## src/rtl/mem_port_arbiter.sv

```systemverilog
// Arbitrates the single-port nvm_mem between the CPU (port c) and the debug/loader (port d):
// per-cycle round-robin, plus a debug lock mode that yields one cycle to the CPU every MAX_LOCK cycles.
module mem_port_arbiter #(
  parameter int ADDR_WIDTH = 32,
  parameter int DATA_WIDTH = 32,
  parameter int MAX_LOCK   = 16
) (
  input  logic                  clk,
  input  logic                  rst,
  input  logic                  c_req,
  input  logic                  c_we,
  input  logic [ADDR_WIDTH-1:0] c_addr,
  input  logic [DATA_WIDTH-1:0] c_wd,
  output logic                  c_gnt,
  output logic                  c_rvalid,
  output logic [DATA_WIDTH-1:0] c_rdata,
  input  logic                  d_req,
  input  logic                  d_lock,
  input  logic                  d_we,
  input  logic [ADDR_WIDTH-1:0] d_addr,
  input  logic [DATA_WIDTH-1:0] d_wd,
  output logic                  d_gnt,
  output logic                  d_rvalid,
  output logic [DATA_WIDTH-1:0] d_rdata,
  output logic                  mem_we,
  output logic [ADDR_WIDTH-1:0] mem_addr,
  output logic [DATA_WIDTH-1:0] mem_wd,
  input  logic [DATA_WIDTH-1:0] mem_rd,
  output logic                  locked,
  output logic [1:0]            dbg_state,
  output logic [7:0]            dbg_lock_cnt
);

  // Handshake: a transfer happens in any cycle where req and gnt are both high. gnt is
  // combinational from state, prio and req; requesters hold we/addr/wd stable while req is high.

  typedef enum logic [1:0] {
    ST_ARB    = 2'd0,
    ST_LOCKED = 2'd1,
    ST_YIELD  = 2'd2
  } state_t;

  localparam logic [7:0] LOCK_LAST = 8'(MAX_LOCK - 1);

  state_t     state, state_nxt;
  logic       prio, prio_nxt;
  logic [7:0] lock_cnt, lock_cnt_nxt;
  logic       c_rv_q, d_rv_q;

  // State register, including the read-return flags.
  always_ff @(posedge clk) begin
    if (rst) begin
      state    <= ST_ARB;
      prio     <= 1'b0;
      lock_cnt <= 8'd0;
      c_rv_q   <= 1'b0;
      d_rv_q   <= 1'b0;
    end else begin
      state    <= state_nxt;
      prio     <= prio_nxt;
      lock_cnt <= lock_cnt_nxt;
      c_rv_q   <= c_gnt & ~c_we;
      d_rv_q   <= d_gnt & ~d_we;
    end
  end

  // Next state. Leaving the lock always restarts round-robin with the CPU first.
  always_comb begin
    state_nxt    = state;
    prio_nxt     = prio;
    lock_cnt_nxt = lock_cnt;
    if (c_gnt || d_gnt) prio_nxt = c_gnt;
    case (state)
      ST_ARB: begin
        if (d_gnt && d_lock) begin
          state_nxt    = ST_LOCKED;
          lock_cnt_nxt = 8'd0;
        end
      end
      ST_LOCKED: begin
        lock_cnt_nxt = lock_cnt + 8'd1;
        if (!d_lock) begin
          state_nxt = ST_ARB;
          prio_nxt  = 1'b0;
        end else if (lock_cnt == LOCK_LAST) begin
          state_nxt = ST_YIELD;
        end
      end
      ST_YIELD: begin
        if (d_lock) begin
          state_nxt    = ST_LOCKED;
          lock_cnt_nxt = 8'd0;
        end else begin
          state_nxt = ST_ARB;
          prio_nxt  = 1'b0;
        end
      end
      default: begin
        state_nxt = ST_ARB;
        prio_nxt  = 1'b0;
      end
    endcase
  end

  // Outputs: grants, memory mux, read return.
  always_comb begin
    c_gnt = 1'b0;
    d_gnt = 1'b0;
    if (!rst) begin
      case (state)
        ST_ARB: begin
          if (c_req && d_req) begin
            c_gnt = ~prio;
            d_gnt = prio;
          end else begin
            c_gnt = c_req;
            d_gnt = d_req;
          end
        end
        ST_LOCKED: d_gnt = d_req;
        ST_YIELD: begin
          c_gnt = c_req;
          d_gnt = d_req & ~c_req;
        end
        default: ;
      endcase
    end

    mem_we   = 1'b0;
    mem_addr = '0;
    mem_wd   = '0;
    if (c_gnt) begin
      mem_we   = c_we;
      mem_addr = c_addr;
      mem_wd   = c_wd;
    end else if (d_gnt) begin
      mem_we   = d_we;
      mem_addr = d_addr;
      mem_wd   = d_wd;
    end

    c_rvalid     = c_rv_q & ~rst;
    d_rvalid     = d_rv_q & ~rst;
    c_rdata      = c_rvalid ? mem_rd : '0;
    d_rdata      = d_rvalid ? mem_rd : '0;
    locked       = (state != ST_ARB) & ~rst;
    dbg_state    = state;
    dbg_lock_cnt = lock_cnt;
  end

endmodule

```

## config.mk

```make
export PLATFORM = sky130hd
export DESIGN_NAME = mem_port_arbiter
export DESIGN_NICKNAME = d
export VERILOG_FILES = /design/src/rtl/mem_port_arbiter.sv
export SDC_FILE = /design/constraint.sdc
export NUM_CORES = 1
export LEC_CHECK = 0
export ABC_AREA = 1
export CORE_AREA = 2 2 121 123
export CTS_BUF_LIST = sky130_fd_sc_hd__clkbuf_4 sky130_fd_sc_hd__clkbuf_8
export DETAILED_ROUTE_END_ITERATION = 7
export DIE_AREA = 0 0 123 125
export SYNTH_ARGS = -nofsm -noshare
export SYNTH_HDL_FRONTEND = slang
export SYNTH_SLANG_ARGS = --single-unit
```

## constraint.sdc

```tcl
create_clock -name clk -period 2.2 [get_ports clk]
set_input_delay 0.44 -clock clk [delete_from_list [all_inputs] [get_ports clk]]
set_output_delay 0.44 -clock clk [all_outputs]
set_load 0.01 [all_outputs]
```

Yosys cells after proc, flatten, opt, wreduce, memory -nomap -nowiden
Cells that the tools add are included.

storage, ports and cells
  input bits = 167
  bits in writable memories = 0
  bits in latches = 0
  memory bits (read-only) = 0
  flip-flop bits (word level) = 13
  logic and storage cells = 57
  memories kept = 0

cells by class
  reduce and logical (&&, ||, !) cells = 9
  mux-type cells = 25
  shift operators = 0
  equality and inequality tests = 6
  bitwise operators = 11
  multiply operators = 0
  divide/modulo/power cells = 0
  add/sub/neg operators = 1
  magnitude comparators = 0

operator list
  operator                                             count
  two-way mux 32 bit                                   6
  case mux 8 bit (3 select lines)                      1
  two-way mux 8 bit                                    2
  two-way mux 1 bit                                    9
  adder 8 x 1 -> 8 bit, second input constant          1
  equality test 8 x 4 -> 1 bit, second input constant  1
  AND 1 bit                                            6
  two-way mux 2 bit                                    3
  case mux 2 bit (3 select lines)                      1
  inverter 1 bit                                       5
  inequality test 2 bit, second input constant         2
  case mux 1 bit (2 select lines)                      2
  inequality test 3 bit, second input constant         1
  case mux 1 bit (3 select lines)                      1
  AND reduction 3 bit                                  1
  nonzero test 3 bit                                   1
  equality test 2 x 1 -> 1 bit, second input constant  1
  equality test 2 bit, second input constant           1
  logical AND 1 bit                                    2
  logical NOT 2 bit                                    1
  AND reduction 2 bit                                  1
  nonzero test 2 bit                                   1
  OR reduction 2 bit                                   1
  logical OR 1 bit                                     1

Logic depth before layout (Yosys ltp)
  depth in word-level cells = 8
  gate-level depth with buffers = 10

Least setup slack after synthesis
Ideal clock, no wire load.

  path type = register to output
  from = reg state[0] (netlist: dbg_state[0])
  to = out mem_addr[12]
  path buffers = 2
  slack = 0.174 ns
  data arrival time = 1.586 ns
  stages on the path, launching flop included = 10
  required time = 1.760 ns
  cells stage by stage = dfxtp_1 inv_1 ha_1 o21ai_1 nand2_1 nand3_2 buf_2 buf_2 nand3_2 nand2_1

between the ends
  cells in the longest elaborated chain, start to end = 5
  elaborated cells between the ends (all ways) = 9
  those cells by class = 2 x eq/ne; 6 x mux; 1 x reduce/logical

RTL lines
  item                                         line  source
  start: declaration                           45    state_t state, state_nxt;
  start signal: assignment                     59    state <= state_nxt;
  equality test 2 bit (tied with other cells)  110   case (state)
  case mux 1 bit (3 select lines)              110
  two-way mux 1 bit                            109   if (!rst) begin
  two-way mux 32 bit                           136   end else if (d_gnt) begin
  two-way mux 32 bit (*)                       132   if (c_gnt) begin
  end: declaration                             26    output logic [ADDR_WIDTH-1:0] mem_addr,

Mark *: on every way between the ends. The rest lies on a longest branch, timed or not.

Final worst setup path
  from = reg state[0] (netlist: dbg_state[0])
  to = out mem_wd[15]

between the ends
  cells in the longest elaborated chain, start to end = 5
  elaborated cells between the ends (all ways) = 9
  those cells by class = 2 x eq/ne; 6 x mux; 1 x reduce/logical

RTL lines
  item                                         line  source
  equality test 2 bit (tied with other cells)  110
  case mux 1 bit (3 select lines)              110
  two-way mux 1 bit                            109
  two-way mux 32 bit                           136
  two-way mux 32 bit (*)                       132
  end: declaration                             27    output logic [DATA_WIDTH-1:0] mem_wd,

Marked as above.

==> summary.md <==
| Metric | Value |
|---|---|
| CP arrival | `roughly 1.9 ns` |
| Post-synth top area cell | `nand2_1` |
| Post-synth top area share | `0.275` |
| RSZ-0062 raised after global routing | `yes` |
| Die height | `around 130 um` |
| Remaining DRCs | `0` |
| Normalized max-slew margin | `0.811` |
| Sequential cell area fraction in the yosys report | `0.115` |
| Mapped Area | `about 2300 um^2` |
| WL final | `14000 um` |
| DP Wirelength | `10400 um` |
| Clk pin slew, worst setup/hold paths | `around 0.060 ns` |
| DR vias | `approximately 4000` |
| Final Critical Period | `2.30 ns` |
| Leakage | `~3.2 nW` |
| Crit-path max FO | `7` |
| Clock Sinks | `13` |
| CP endpoint kind | `primary output` |
| Final Slew Violations | `0` |
| Core ar. | `approximately 14000 um^2` |
| Post-route antenna net violation count | `0` |
| # rows | `44` |
| Vias in the first global route | `roughly 3600` |
| Worst slew pin tran | `0.283 ns` |
| ANT cells | `0` |
| Critical path type | `reg -> out` |
| Final Hold Violating Endpoints | `0` |
| Vias/cell | `slightly above 4` |
| CTS HTree Levels | `1` |
| Synthesis-to-layout area growth | `171%` |
| Initial drt markers | `~150` |
| First-pass GRT wire length | `approximately 20000 um` |
| Initial antenna violation count | `0` |
| Setup Viol. Count Final | `20` |
| NumNets Final | `around 970` |
| Pwr dens | `a little under 500 nW/um^2` |
| Post-Syn Nets | `625` |
| Pre-antenna DRT Iters | `6` |
| Grt ovf | `0` |
| Crit-path slowest cell | `dfxtp_4` |
| Crit start category | `register` |
| Ys flop type | `dfxtp_1` |
| Starting density of the core | `0.160` |
| Pwr Total | `2.95 mW` |
| Share of cells above drive strength 1 | `0.305` |
| Buffer depth of the longest clock path | `2` |
| Most common cell in the netlist | `nand2_1` |
| Crit path cell chain | `inv_4 > ha_4 > a21oi_4 > nand2_2 > nand2_4 > clkinv_8 > buf_16 > buf_6 > nand3_4 > nand2_2 > buf_6` |
| Final core utilization | `0.433` |
| Status | `finished with violations` |
| Final Skew | `0.00331 ns` |
| WL/cell | `14.3 um` |
| Total Die Area | `between 15000 and 20000 um^2` |
| CTS tree | `yes` |
| Syn Area/Cell | `5.01 um^2` |
| Routability cong. | `around 0.84` |
| Largest net degree at the start of global routing | `29` |
| Post-synth ARST share | `0` |
| Synthesis warning total | `0` |
| Failing checks | `negative setup slack` |
| Die W | `123 um` |
| Tcrit/Tclk final | `1.05` |
| Synth top area cells | `nand2_1, nand3_1, nor2_1, dfxtp_1, inv_1` |
| VDD IR max | `approximately 290 uV` |
| Max stage delay on crit path | `about 0.40 ns` |
| Post-synth EDFFs | `0` |
| I/O Buffers | `310` |
| Synthesis-stage register bit count | `13` |
| Max_cap viols | `0` |
| Worst min-delay path class | `reg -> reg` |
| Post-CTS Hold Fix Bufs | `0` |
| Final worst slack | `-0.0992 ns` |
| Max Fclk | `~430 MHz` |
| I/O pin cnt | `roughly 310` |
| Worst-Skew Late Latency | `between 0.2 and 0.25 ns` |
| Commonest cells in the netlist | `nand2_1, nor2_1, nand3_1, inv_1, a21oi_1` |
| Overall Global Routing Usage | `0.161` |
| CTS buffer count | `3` |
| CTS root buffer | `clkbuf_8` |
| WHS | `between 0.5 and 0.6 ns` |
| Gate count after technology mapping | `~450` |
| Post-synth cell types | `26` |
| Worst EP required | `around 1.8 ns` |
-- per-stage QoR --
step                worst slack [ns]  instance area (um^2)  cells  setup TNS (ns)
global placement              -0.642                  5710    952          -66.00
CTS                           -0.192                  6040    972           -6.86
global route                  -0.179                  6140    977           -5.48
finish                       -0.0992                  6140    977          -0.913
floorplan                      0.174                  2270    453               0
detailed placement            -0.623                  5710    952          -66.84
-- final timing paths --
kind | start | end | slack, ns | depth (start not counted)
worst max-delay path | dbg_state[0] | mem_wd[15] | -0.1 | 11
worst min-delay path | dbg_lock_cnt[7] | dbg_lock_cnt[7] | 0.51 | 2
worst max register to register | dbg_state[0] | dbg_lock_cnt[0] | 0.44 | 9
worst min register to register | dbg_lock_cnt[7] | dbg_lock_cnt[7] | 0.51 | 2
-- layer usage --
metal  part of all wire  global-route usage
met5                  0                   0
met4              0.012              0.0247
met3              0.087              0.0319
met2               0.50               0.287
met1               0.40               0.201
-- cell usage in the layout (no fill, tap or decap), types with 3 or more instances in the layout --
cell	instances
clkdlybuf4s50_1	174
nand2_1	137
nor2_1	82
buf_2	46
nand3_1	45
inv_1	43
dlygate4sd2_1	42
nand3_2	34
buf_6	30
clkbuf_2	29
nand2_2	25
buf_4	23
a21oi_1	12
dfxtp_1	11
buf_12	11
nand2_4	7
ha_4	4
buf_16	4
inv_4	3
inv_2	3
nand3_4	3
clkbuf_8	3
-- worst max-delay path, delay by kind of cell (launching register included) --
| family | cells | cell delay, ns |
|---|---|---|
| buf+inv | 5 | 0.53 |
| flops | 1 | 0.40 |
| simple gates | 4 | 0.35 |
| fa+ha+maj | 1 | 0.17 |
| compound gates | 1 | 0.15 |
-- power by group --
group | switching (mW) | total, mW | internal, mW
Sequential | 0.0484 | 0.318 | 0.270
Clock | 0.0898 | 0.230 | 0.140
Combinational | 1.16 | 2.40 | 1.24
Total | 1.30 | 2.95 | 1.65
-- timing repair --
| action | 4_1_cts | 5_1_grt |
|---|---|---|
| endpoints found under the hold margin | 0 | 0 |
| pin swaps | 9 | 35 |
| gates cloned | 8 | 3 |
| endpoints found under the setup margin | 134 | 108 |
| resized for setup | 324 | 216 |
| setup buffers | 8 | 5 |
-- kinds of logic (layout without fill, tap and decap cells) --
family | Yosys count | count (layout) | share of synthesized area
DFF | 13 | 13 | 0.115
xor gates and xnor gates | 2 | 2 | 0.00772
buffers and inverters | 79 | 419 | 0.174
and+or+nand+nor | 338 | 338 | 0.639
adders and majority gates | 5 | 5 | 0.0276
AOI/OAI and AO/OA | 16 | 16 | 0.0364
-- flip-flops by register name, indices dropped and copies added, names as in the netlist --
name and count:
c_rv_q 1, dbg_lock_cnt 8, prio 1, d_rv_q 1
dbg_state 2
-- cell type report --
type	count	area, um^2
fill	1492	8060
timing repair buffer	364	3420
multi-input combinational	361	1960
sequential	13	268
tap	184	230
inverter	50	218
clock buffer	4	48.8
timing repair inverter	1	6.26
Note: power is estimated with default switching activity, not from simulation.
